--- config.mk ---
export PLATFORM = sky130hd
export DESIGN_NAME = program_loader
export DESIGN_NICKNAME = d
export VERILOG_FILES = /design/src/rtl/program_loader.sv
export SDC_FILE = /design/constraint.sdc
export NUM_CORES = 1
export LEC_CHECK = 0
export CAP_MARGIN = 20
export CORE_UTILIZATION = 42
export CTS_BUF_LIST = sky130_fd_sc_hd__clkbuf_8
export CTS_CLUSTER_DIAMETER = 60
export DETAILED_ROUTE_END_ITERATION = 8
export HOLD_SLACK_MARGIN = 0.12
export PLACE_DENSITY = 0.74
export SYNTH_ARGS = -nofsm -noshare
export SYNTH_HDL_FRONTEND = slang
export SYNTH_SLANG_ARGS = --single-unit
--- constraint.sdc ---
create_clock -name CLK -period 2.3 [get_ports CLK]
set_input_delay 0.23 -clock CLK [delete_from_list [all_inputs] [get_ports CLK]]
set_output_delay 0.23 -clock CLK [all_outputs]
set_load 0.02 [all_outputs]
--- src/rtl/program_loader.sv ---
// program_loader: receives a byte-stream program image (16-bit word count header,
// then N words MSB first), writes the words sequentially into program memory and
// holds the processor in reset until the image is complete.
// Optional feature macro: CHECKSUM_EN adds a trailing XOR checksum byte (CHK state).
// Handshake: a byte is taken on any rising CLK edge where RX_VALID && RX_READY;
// RX_READY depends only on the current state, so it never combinationally follows RX_VALID.
module program_loader #(
    parameter int ADDR_W         = 12,
    parameter int BASE_ADDR      = 0,
    parameter int TIMEOUT_CYCLES = 1024
) (
    input  logic              CLK,
    input  logic              RESET_N,
    input  logic              START,
    input  logic [7:0]        RX_DATA,
    input  logic              RX_VALID,
    output logic              RX_READY,
    output logic              MEM_WE,
    output logic [ADDR_W-1:0] MEM_ADDR,
    output logic [15:0]       MEM_WDATA,
    output logic              CPU_RESET,
    output logic              DONE,
    output logic              ERROR,
    output logic [ADDR_W:0]   WORD_COUNT,
    output logic [3:0]        DBG_STATE
);

    typedef enum logic [3:0] {
        S_IDLE    = 4'd0,
        S_HDR_HI  = 4'd1,
        S_HDR_LO  = 4'd2,
        S_DATA_HI = 4'd3,
        S_DATA_LO = 4'd4,
        S_WRITE   = 4'd5,
`ifdef CHECKSUM_EN
        S_CHK     = 4'd6,
`endif
        S_DONE    = 4'd7,
        S_ERR     = 4'd8
    } state_t;

    // Largest word count that fits between BASE_ADDR and the top of memory.
    localparam logic [31:0] MAX_WORDS = 32'((1 << ADDR_W) - BASE_ADDR);
    localparam int TMO_W = (TIMEOUT_CYCLES > 1) ? $clog2(TIMEOUT_CYCLES) : 1;
    localparam logic [TMO_W-1:0] TMO_LAST = TMO_W'((TIMEOUT_CYCLES > 0) ? TIMEOUT_CYCLES - 1 : 0);

    state_t              state, state_next;
    logic                accept;
    logic                can_start;
    logic                last_word;
    logic [15:0]         hdr_n;
    logic [7:0]          hdr_hi_q;
    logic [7:0]          data_hi_q;
    logic [15:0]         n_words;
    logic [ADDR_W:0]     word_count;
    logic [ADDR_W-1:0]   mem_addr_q;
    logic [15:0]         mem_wdata_q;
    logic [TMO_W-1:0]    tmo_cnt;
`ifdef CHECKSUM_EN
    logic [7:0]          chk_acc;
`endif

    assign RX_READY = (state == S_HDR_HI) || (state == S_HDR_LO) ||
                      (state == S_DATA_HI) || (state == S_DATA_LO)
`ifdef CHECKSUM_EN
                      || (state == S_CHK)
`endif
                      ;
    assign accept    = RX_VALID && RX_READY;
    assign can_start = START && ((state == S_IDLE) || (state == S_DONE) || (state == S_ERR));
    assign hdr_n     = {hdr_hi_q, RX_DATA};
    assign last_word = (32'(word_count) + 32'd1) == 32'(n_words);

    assign MEM_WE     = (state == S_WRITE);
    assign MEM_ADDR   = mem_addr_q;
    assign MEM_WDATA  = mem_wdata_q;
    assign CPU_RESET  = (state != S_DONE);
    assign DONE       = (state == S_DONE);
    assign ERROR      = (state == S_ERR);
    assign WORD_COUNT = word_count;
    assign DBG_STATE  = state;

    // State register.
    always_ff @(posedge CLK or negedge RESET_N) begin
        if (!RESET_N) state <= S_IDLE;
        else          state <= state_next;
    end

    // Next-state logic, including the header range check and the byte timeout.
    always_comb begin
        state_next = state;
        case (state)
            S_IDLE, S_DONE, S_ERR: if (can_start) state_next = S_HDR_HI;
            S_HDR_HI:  if (accept) state_next = S_HDR_LO;
            S_HDR_LO:  if (accept) begin
                if (hdr_n == 16'd0 || 32'(hdr_n) > MAX_WORDS) state_next = S_ERR;
                else                                           state_next = S_DATA_HI;
            end
            S_DATA_HI: if (accept) state_next = S_DATA_LO;
            S_DATA_LO: if (accept) state_next = S_WRITE;
`ifdef CHECKSUM_EN
            S_WRITE:   state_next = last_word ? S_CHK : S_DATA_HI;
            S_CHK:     if (accept) state_next = (RX_DATA == chk_acc) ? S_DONE : S_ERR;
`else
            S_WRITE:   state_next = last_word ? S_DONE : S_DATA_HI;
`endif
            default:   state_next = S_IDLE;
        endcase
        if (TIMEOUT_CYCLES != 0 && RX_READY && !accept && tmo_cnt == TMO_LAST)
            state_next = S_ERR;
    end

    // Idle-cycle counter: restarts on every accepted byte and every state change.
    always_ff @(posedge CLK or negedge RESET_N) begin
        if (!RESET_N)                                       tmo_cnt <= '0;
        else if (!RX_READY || accept || state_next != state) tmo_cnt <= '0;
        else                                                tmo_cnt <= tmo_cnt + 1'b1;
    end

    // Datapath: header capture, byte packing, write address/data and word counter.
    always_ff @(posedge CLK or negedge RESET_N) begin
        if (!RESET_N) begin
            hdr_hi_q    <= '0;
            data_hi_q   <= '0;
            n_words     <= '0;
            word_count  <= '0;
            mem_addr_q  <= '0;
            mem_wdata_q <= '0;
`ifdef CHECKSUM_EN
            chk_acc     <= '0;
`endif
        end else begin
            if (can_start) begin
                word_count <= '0;
`ifdef CHECKSUM_EN
                chk_acc    <= '0;
`endif
            end
            if (accept) begin
                case (state)
                    S_HDR_HI:  hdr_hi_q <= RX_DATA;
                    S_HDR_LO:  n_words  <= hdr_n;
                    S_DATA_HI: begin
                        data_hi_q <= RX_DATA;
`ifdef CHECKSUM_EN
                        chk_acc   <= chk_acc ^ RX_DATA;
`endif
                    end
                    S_DATA_LO: begin
                        // Address/data are loaded here so they are stable for the whole
                        // WRITE cycle and keep their value afterwards.
                        mem_addr_q  <= ADDR_W'(BASE_ADDR + int'(word_count));
                        mem_wdata_q <= {data_hi_q, RX_DATA};
`ifdef CHECKSUM_EN
                        chk_acc     <= chk_acc ^ RX_DATA;
`endif
                    end
                    default: ;
                endcase
            end
            if (state == S_WRITE) word_count <= word_count + 1'b1;
        end
    end

endmodule

==> impl_metrics.tcl, run 1 <==
set metrics [dict create \
    htreeDepth 3 \
    clkTransAtPathRegs_ns 0.09 \
    grt_pass1_vias 3025 \
    timing.hold.ws_ns 0.343 \
    port_buffers 61 \
    dpl.cell_count 579 \
    path_depth 4 \
    timing.rr.end "DBG_STATE[2]$_DFF_PN0_" \
    hpwlAfterDp_um 6720 \
    clock_latency_ns 0.36 \
    globalplace.congestion 0.883 \
    cp_top_family "buffers and inverters" \
    avgSynthCellArea_sq_um 11.2 \
    path_class "flop to output port" \
    r2r_start "WORD_COUNT[3]$_DFFE_PN0P_" \
    wire_per_inst_um 15.6 \
    layout_min_cycle_time_ns 2.17 \
    syn_area_sq_mm 0.00429 \
    final_nets 472 \
    drt_wl_total_um 9300 \
    startpoint "DBG_STATE[1]$_DFF_PN0_" \
    path_max_fanout 11 \
    cts_tree "done" \
    ys_seq_area_frac 0.507 \
    async_reset_ff_frac 1.00 \
    ioPinCount 62 \
    root_buffer "clkbuf_8" \
    status "completed" \
    slew_headroom 0.697 \
    critPathCaptureType "output port" \
    max_freq_ghz 0.461 \
    cts_made_buffers 9 \
    ir_drop_mv 0.641 \
    setup_viol 0 \
    grt_max_degree 40 \
    final_antenna_net_count 0 \
    route.detailed.drc 0 \
    r2r_slack_ns 0.32 \
    dieArea_sq_mm 0.0106 \
    crit_chain "nor3b_2 > nor2_1 > nor2_1 > clkdlybuf4s50_1" \
    clockBufferDepth 2 \
    cp.required_ns 2.07 \
    yosysUniqueCellTypes 56 \
    vias 3276 \
    ys.warnings.count 0 \
    antenna_found_initial 0 \
    pwr_density_cell_mw_per_mm2 1120 \
    drtIter0Drc 137 \
    wl_met3_um 473 \
    grt_use_total 0.190 \
    skew_ns 0.0131 \
    rows 36 \
    synth_edf_count 0 \
    cp-start-kind "flop" \
    dr.max_layer_used "met4" \
    drtPass1Iterations 7 \
    period_share 0.943 \
    rsz0062_at_grt "yes" \
    max_cap_viol_count 0 \
    netlist_top_cells_area "dfrtp_1 (51%), mux2_2 (15%), o21ai_0 (3.3%)" \
    clock-sinks 87 \
    syn_to_final_growth_pct 25.0 \
    totalPowerFinal_mw 6.02 \
    grt_overflow_total 0 \
    synth-seq-cells 87 \
    tightest_slew_ns 0.448 \
    cpPeakStageDelay_ns 0.60 \
    coreArea_sq_mm 0.00982 \
    antennaDiodeCount 0 \
    wl_met1_um 4220 \
    crit_arrival_ns 1.94 \
    syn_inst 384 \
    power_leakage_nw 2.33 \
    synth_top_area_cell "dfrtp_1" \
    yosysTopAreaCellShare 0.507 \
    slew_viol_final 0 \
    vias_per_cell 5.50 \
    instances_no_fill 596 \
    fp.dieW_um 103 \
    postCtsSetupRepairBufs 0 \
    cp_slowest_cell "clkdlybuf4s50_1" \
    hp-class "primary input to asynchronous set/reset pin" \
    syn_nets 398 \
    critical_path.most_common_cell "nor2_1" \
    met2_length_um 4440 \
    hold_viol_final 0 \
    grt_pass1_wl_um 15500 \
    die_h_um 103 \
    drive_gt1_frac 0.244 \
    cp_num_buf_inv 1 \
    ff2ff_path_depth 6 \
    yosys_most_used_dff "dfrtp_1" \
    start_util 0.437 \
    final_util 0.547 \
]
-- per-layer routing --
metal | up-vias | global-route usage
met5 | - | 0
met4 | 0 | 0.0639
met3 | 17 | 0.0292
met2 | 111 | 0.296
met1 | 1612 | 0.272
li1 | 1536 | -
-- where the power goes --
part | leakage (nW) | switching (mW) | total (mW) | internal [mW]
registers | 1.12 | 0.433 | 2.52 | 2.09
logic | 1.12 | 1.17 | 2.51 | 1.33
clock network | 0.0960 | 0.563 | 0.993 | 0.430
-- final cells by class --
type | count | area (sq um)
timing repair buffer | 87 | 836
tap | 133 | 166
clock buffer | 10 | 138
multi-input combinational | 266 | 1980
sequential | 87 | 2180
inverter | 7 | 27.5
fill | 882 | 4450
clock inverter | 6 | 45.0
-- worst max-delay path by stage --
stage | to | slack (ns)
floorplan | DBG_STATE[2]$_DFF_PN0_ | 0.24
detailed placement | DBG_STATE[0]$_DFF_PN0_ | 0.13
finish | RX_READY | 0.13
global route | RX_READY | -0.0003
global placement | DBG_STATE[0]$_DFF_PN0_ | 0.16
CTS | RX_READY | 0.03
-- stage by stage --
| step | TNS, ns | setup WS [ns] | cell area [sq um] |
|---|---|---|---|
| 2_1_floorplan | 0 | 0.244 | 4290 |
| 3_3_place_gp | 0 | 0.163 | 5170 |
| 3_5_place_dp | 0 | 0.128 | 5170 |
| 4_1_cts | 0 | 0.0270 | 5360 |
| 5_1_grt | -0.000319 | -0.000319 | 5370 |
| 6_report | 0 | 0.132 | 5370 |
-- cells in the mapped netlist (all sizes together), types with 3 or more instances --
library cell and number:
dfrtp 87, mux2 60, o21ai 29, nand2 21, nor2 21, buf 17, xnor2 16, nand3 14
nor3 12, nand4 9, a21oi 7, clkbuf 7, o31ai 7, and3 6, inv 6, nor2b 6
nor4 6, xor2 6, and2 4, nand3b 4, a211oi 3, a31oi 3, and4 3, nand2b 3
or3 3
-- registers in the layout, indices dropped and copies added (netlist names) --
register    count
DBG_STATE       4
MEM_WDATA      16
hdr_hi_q        8
MEM_ADDR       12
data_hi_q       8
tmo_cnt        10
WORD_COUNT     13
n_words        16
-- logic make-up (layout without fill, tap and decap cells) --
| logic type | Yosys count | count (layout) | synth area share |
|---|---|---|---|
| compound gates | 66 | 66 | 0.100 |
| xor+xnor | 22 | 22 | 0.0449 |
| fa+ha+maj | 2 | 2 | 0.00583 |
| buf+inv | 31 | 110 | 0.0329 |
| flops | 87 | 87 | 0.507 |
| mux | 60 | 60 | 0.157 |
| simple gates | 116 | 116 | 0.152 |
-- worst reg2reg max path: cells and delay by family (launching register included) --
kind                      cells  cell delay, ns
xor gates and xnor gates      1            0.08
AOI/OAI and AO/OA             1            0.20
DFF                           1            0.57
and+or+nand+nor               4            1.02
-- what timing repair did --
item	CTS	global route
resized for setup	0	3
hold endpoints to repair	27	0
setup endpoints to repair	0	3
hold buffers	1	0
-- placed cells by master (no fill, tap or decap), types with 8 or more instances in the layout --
cell type | Yosys | layout
nand3_1 | 13 | 13
clkbuf_8 | 0 | 10
buf_4 | 2 | 24
nand4_1 | 8 | 8
nand2_1 | 21 | 21
nor3_1 | 12 | 12
mux2_2 | 59 | 59
clkdlybuf4s50_1 | 0 | 58
o21ai_0 | 28 | 28
nor2_1 | 21 | 21
xnor2_1 | 16 | 16
dfrtp_1 | 87 | 86
No activity file was read; power rests on OpenSTA's default activity.
==> run 2: changes to the inputs <==
--- a/config.mk
+++ b/config.mk
@@ -11,7 +11,7 @@
 export CTS_CLUSTER_DIAMETER = 60
 export DETAILED_ROUTE_END_ITERATION = 8
 export HOLD_SLACK_MARGIN = 0.12
-export PLACE_DENSITY = 0.74
+export PLACE_DENSITY = 0.69
 export SYNTH_ARGS = -nofsm -noshare
 export SYNTH_HDL_FRONTEND = slang
 export SYNTH_SLANG_ARGS = --single-unit
==> impl_metrics.tcl, run 2 (synthesis results as in run 1) <==
set metrics [dict create \
    status "completed" \
    final_nets 468 \
    grt_pass1_wl_um 15800 \
    slew_headroom 0.348 \
    cp_slowest_cell "clkdlybuf4s50_1" \
    slew_viol_final 0 \
    layout_min_cycle_time_ns 2.19 \
    grt_overflow_total 0 \
    top_usage_layer "met2" \
    die_h_um 103 \
    internal-power_mw 3.89 \
    crit_chain "nor4_2 > clkdlybuf4s50_1" \
    hp-class "primary input to asynchronous set/reset pin" \
    final_antenna_net_count 0 \
    hold_viol_final 0 \
    fp.dieW_um 103 \
    htreeDepth 3 \
    critPathCaptureType "output port" \
    drtPass1Iterations 4 \
    path_max_fanout 11 \
    ir_drop_mv 0.613 \
    route.detailed.drc 0 \
    grt_use_met3 0.0373 \
    cpPeakStageDelay_ns 0.68 \
    mostFrequentLayoutCells "dfrtp_1 (84), mux2_2 (59), clkdlybuf4s50_1 (58), o21ai_0 (28)" \
    rows 36 \
    power_leakage_nw 2.30 \
    grt_util_met2 0.304 \
    drtIter0Drc 107 \
    syn_to_final_growth_pct 24.7 \
    clkTransAtPathRegs_ns 0.08 \
    period_share 0.952 \
    timing.hold.ws_ns 0.374 \
    skew_ns 0.00732 \
    grt_max_degree 50 \
    path_class "flop to output port" \
    pwr_density_cell_mw_per_mm2 1120 \
    clock-sinks 87 \
    swShare 0.354 \
    drt_wl_total_um 9250 \
    pwr-share-clk 0.169 \
    port_buffers 61 \
    max_cap_viol_count 0 \
    cts_made_buffers 9 \
    drive_gt1_frac 0.246 \
    antennaDiodeCount 0 \
    wire_per_inst_um 15.6 \
    globalplace.congestion 0.874 \
    hpwlAfterDp_um 6660 \
    start_util 0.437 \
    coreArea_sq_mm 0.00982 \
    p_seq_frac 0.422 \
    fin_tns_setup_ns 0 \
    dieArea_sq_mm 0.0106 \
    setup_viol 0 \
    power_switching_mw 2.13 \
    tightest_slew_ns 0.979 \
    antenna_found_initial 0 \
    final_common_cell "dfrtp_1" \
    ff2ff_path_depth 6 \
    vias 3161 \
    grt_use_total 0.197 \
    postCtsSetupRepairBufs 0 \
    totalPowerFinal_mw 6.02 \
    grt_pass1_vias 3196 \
    ioPinCount 62 \
    root_buffer "clkbuf_8" \
    crit_arrival_ns 1.96 \
    use_met1 0.275 \
    rsz0062_at_grt "no" \
    power.share.combinational 0.409 \
    cp-start-kind "flop" \
    max_freq_ghz 0.457 \
    fillers 898 \
    vias_per_cell 5.34 \
    clock_latency_ns 0.36 \
    cts_tree "done" \
    cp.required_ns 2.07 \
    clockBufferDepth 2 \
]
run 2: routing by layer:
metal / part of all wire / up-vias
li1: - / 1532
met1: 0.49 / 1554
met5: 0 / -
met3: 0.033 / 10
met2: 0.46 / 65
met4: 0.015 / 0
run 2: cell type report:
class                           instances  area, sq um  area share
Inverter                                7         27.5     0.00514
Clock inverter                          4         28.8     0.00537
Timing Repair Buffer                   83          806       0.150
Sequential cell                        87         2180       0.407
Multi-Input combinational cell        266         1980       0.370
Clock buffer                           12          165      0.0308
Tap cell                              133          166      0.0311
run 2: worst paths after layout:
kind,startpoint,end,slack (ns)
setup / recovery,DBG_STATE[0]$_DFF_PN0_,ERROR,0.11
hold / removal,RESET_N,MEM_WDATA[3]$_DFFE_PN0P_,0.37
setup reg to reg,WORD_COUNT[2]$_DFFE_PN0P_,DBG_STATE[2]$_DFF_PN0_,0.26
hold reg to reg,tmo_cnt[0]$_DFF_PN0_,tmo_cnt[0]$_DFF_PN0_,0.49
max in group asynchronous,RESET_N,DBG_STATE[0]$_DFF_PN0_,1.29
min in group CLK,tmo_cnt[0]$_DFF_PN0_,tmo_cnt[0]$_DFF_PN0_,0.49
run 2: through the flow:
stage	std cells	setup slack (ns)	instance area, sq um	util
finish	592	0.111	5360	0.545
global route	592	0.0110	5360	0.545
CTS	592	0.00227	5350	0.545
detailed placement	575	0.118	5140	0.523
global placement	575	0.0969	5140	0.523
floorplan	384	0.244	4290	-
run 2: repair_timing:
item                                    4_1_cts  5_1_grt
gates resized for setup                       1        5
endpoints found under the setup margin        1        4
endpoints found under the hold margin        38        0
hold buffers                                  1        0
run 2: worst max-delay path: cells and delay by family (launching register included):
family                 cells  cell delay [ns]
buffers and inverters      1             0.68
DFF                        1             0.51
and+or+nand+nor            1             0.42
run 2: power groups by stage:
stage | Clock (mW) | Combinational [mW] | Sequential (mW)
final | 1.02 | 2.46 | 2.54
after CTS | 1.06 | 2.49 | 2.54
after floorplan | 0 | 1.33 | 2.72
after global placement | 0 | 2.41 | 2.55
after detailed placement | 0 | 2.48 | 2.56
after global routing | 1.12 | 2.68 | 2.62
==> run 3: changes to the inputs <==
--- a/config.mk
+++ b/config.mk
@@ -6,6 +6,7 @@
 export NUM_CORES = 1
 export LEC_CHECK = 0
 export CAP_MARGIN = 20
+export CORE_MARGIN = 2
 export CORE_UTILIZATION = 42
 export CTS_BUF_LIST = sky130_fd_sc_hd__clkbuf_8
 export CTS_CLUSTER_DIAMETER = 60
==> impl_metrics.tcl, run 3 (synthesis results as in run 1) <==
set metrics [dict create \
    timing.hold.ws_ns 0.395 \
    clock_latency_ns 0.36 \
    coreArea_sq_mm 0.00986 \
    fin_ws_ns 0.0888 \
    max_freq_ghz 0.452 \
    path_max_fanout 12 \
    hp-class "primary input to asynchronous set/reset pin" \
    cts_tree "done" \
    htreeDepth 3 \
    vias_per_cell 5.51 \
    drive_gt1_frac 0.248 \
    crit_arrival_ns 1.98 \
    antennaDiodeCount 0 \
    layout_min_cycle_time_ns 2.21 \
    wire_per_inst_um 16.2 \
    drtIter0Drc 169 \
    final_common_cell "dfrtp_1" \
    ir_drop_mv 0.693 \
    grt_pass1_wl_um 16300 \
    power.share.combinational 0.393 \
    drtPass1Iterations 6 \
    start_util 0.435 \
    max_cap_viol_count 0 \
    antenna_found_initial 0 \
    tightest_slew_ns 0.629 \
    fp.dieW_um 105 \
    globalplace.congestion 0.865 \
    pwr_density_cell_mw_per_mm2 1170 \
    slew_headroom 0.581 \
    clkTransAtPathRegs_ns 0.09 \
    internal-power_mw 4.15 \
    hpwlAfterDp_um 6790 \
    power_leakage_nw 2.31 \
    rows 36 \
    grt_max_degree 47 \
    hold_viol_final 0 \
    drt_wl_total_um 9580 \
    status "completed" \
    place_ws_ns 0.0830 \
    final_nets 469 \
    postCtsSetupRepairBufs 0 \
    vias 3265 \
    power_switching_mw 2.19 \
    pwr-share-clk 0.205 \
    mostFrequentLayoutCells "dfrtp_1 (83), clkdlybuf4s50_1 (60), mux2_2 (59), o21ai_0 (28)" \
    grt_pass1_vias 3271 \
    rsz0062_at_grt "no" \
    slew_viol_final 0 \
    clock-sinks 87 \
    skew_ns 0.00675 \
    period_share 0.961 \
    swShare 0.346 \
    cp-start-kind "flop" \
    path_class "flop to output port" \
    root_buffer "clkbuf_8" \
    setup_viol 0 \
    final_antenna_net_count 0 \
    p_seq_frac 0.402 \
    die_h_um 105 \
    cts_made_buffers 9 \
    clockBufferDepth 2 \
    port_buffers 61 \
    fin_tns_setup_ns 0 \
    grt_overflow_total 0 \
    route.detailed.drc 0 \
    final_util 0.549 \
    critPathCaptureType "output port" \
    ioPinCount 62 \
    syn_to_final_growth_pct 26.2 \
    dieArea_sq_mm 0.0110 \
    cp.required_ns 2.07 \
    totalPowerFinal_mw 6.34 \
    grt_use_total 0.185 \
]
run 3: cell types whose count changed in the layout (fill, tap and decap cells not counted), sizes merged:
cell,change
bufinv,+3
clkbuf,-3
inv,+3
clkdlybuf4s50,+2
clkinvlp,-2
dlymetal6s2s,-2
buf,+1
clkinv,-1
run 3: power by group through the flow:
| stage | Clock (mW) | Sequential, mW | Combinational, mW |
|---|---|---|---|
| 2_1_floorplan | 0 | 2.72 | 1.33 |
| 3_3_place_gp | 0 | 2.53 | 2.43 |
| 3_5_place_dp | 0 | 2.56 | 2.49 |
| 4_1_cts | 1.33 | 2.54 | 2.51 |
| 5_1_grt | 1.40 | 2.63 | 2.68 |
| 6_report | 1.30 | 2.55 | 2.49 |
run 3: path summary, 6_finish.rpt:
check / start / to / slack [ns] / cells past startpoint
max reg2reg: WORD_COUNT[3]$_DFFE_PN0P_ / DBG_STATE[2]$_DFF_PN0_ / 0.28 / 6
max: DBG_STATE[0]$_DFF_PN0_ / ERROR / 0.09 / 2
min: RESET_N / hdr_hi_q[1]$_DFFE_PN0P_ / 0.40 / 2
min reg2reg: data_hi_q[3]$_DFFE_PN0P_ / data_hi_q[3]$_DFFE_PN0P_ / 0.51 / 1
min in group CLK: data_hi_q[3]$_DFFE_PN0P_ / data_hi_q[3]$_DFFE_PN0P_ / 0.51 / 1
max in group asynchronous: RESET_N / DBG_STATE[0]$_DFF_PN0_ / 1.26 / 3
run 3: area by class of cell:
| cell class | count | area (sq um) |
|---|---|---|
| clock inverters | 7 | 120 |
| repair buffers | 84 | 808 |
| fillers | 838 | 4450 |
| flip-flops and latches | 87 | 2180 |
| clock buffers | 9 | 124 |
| well taps | 133 | 166 |
| multi-input cells | 266 | 1990 |
| inverters | 7 | 27.5 |
run 3: stage by stage:
stage,std cells,cell area [sq um]
after CTS,593,5400
final,593,5420
after global routing,593,5420
after floorplan,384,4290
after detailed placement,576,5140
after global placement,576,5140
run 3: repair_timing:
action / 4_1_cts / 5_1_grt
hold buffers: 1 / 0
setup endpoints to repair: 1 / 14
hold endpoints to repair: 41 / 0
gates cloned: 0 / 0
resized for setup: 1 / 5
run 3: critical path: stages (launching register included):
cell and delay (ns):
dfrtp_2 0.51, nor4_1 0.43, clkdlybuf4s50_1 0.68
run 3: layer usage:
metal | GRT usage | vias to the layer above | wire length [um]
li1 | - | 1537 | -
met1 | 0.258 | 1610 | 4420
met2 | 0.281 | 108 | 4490
met3 | 0.0474 | 10 | 566
met4 | 0.0638 | 0 | 106
met5 | 0 | - | 0
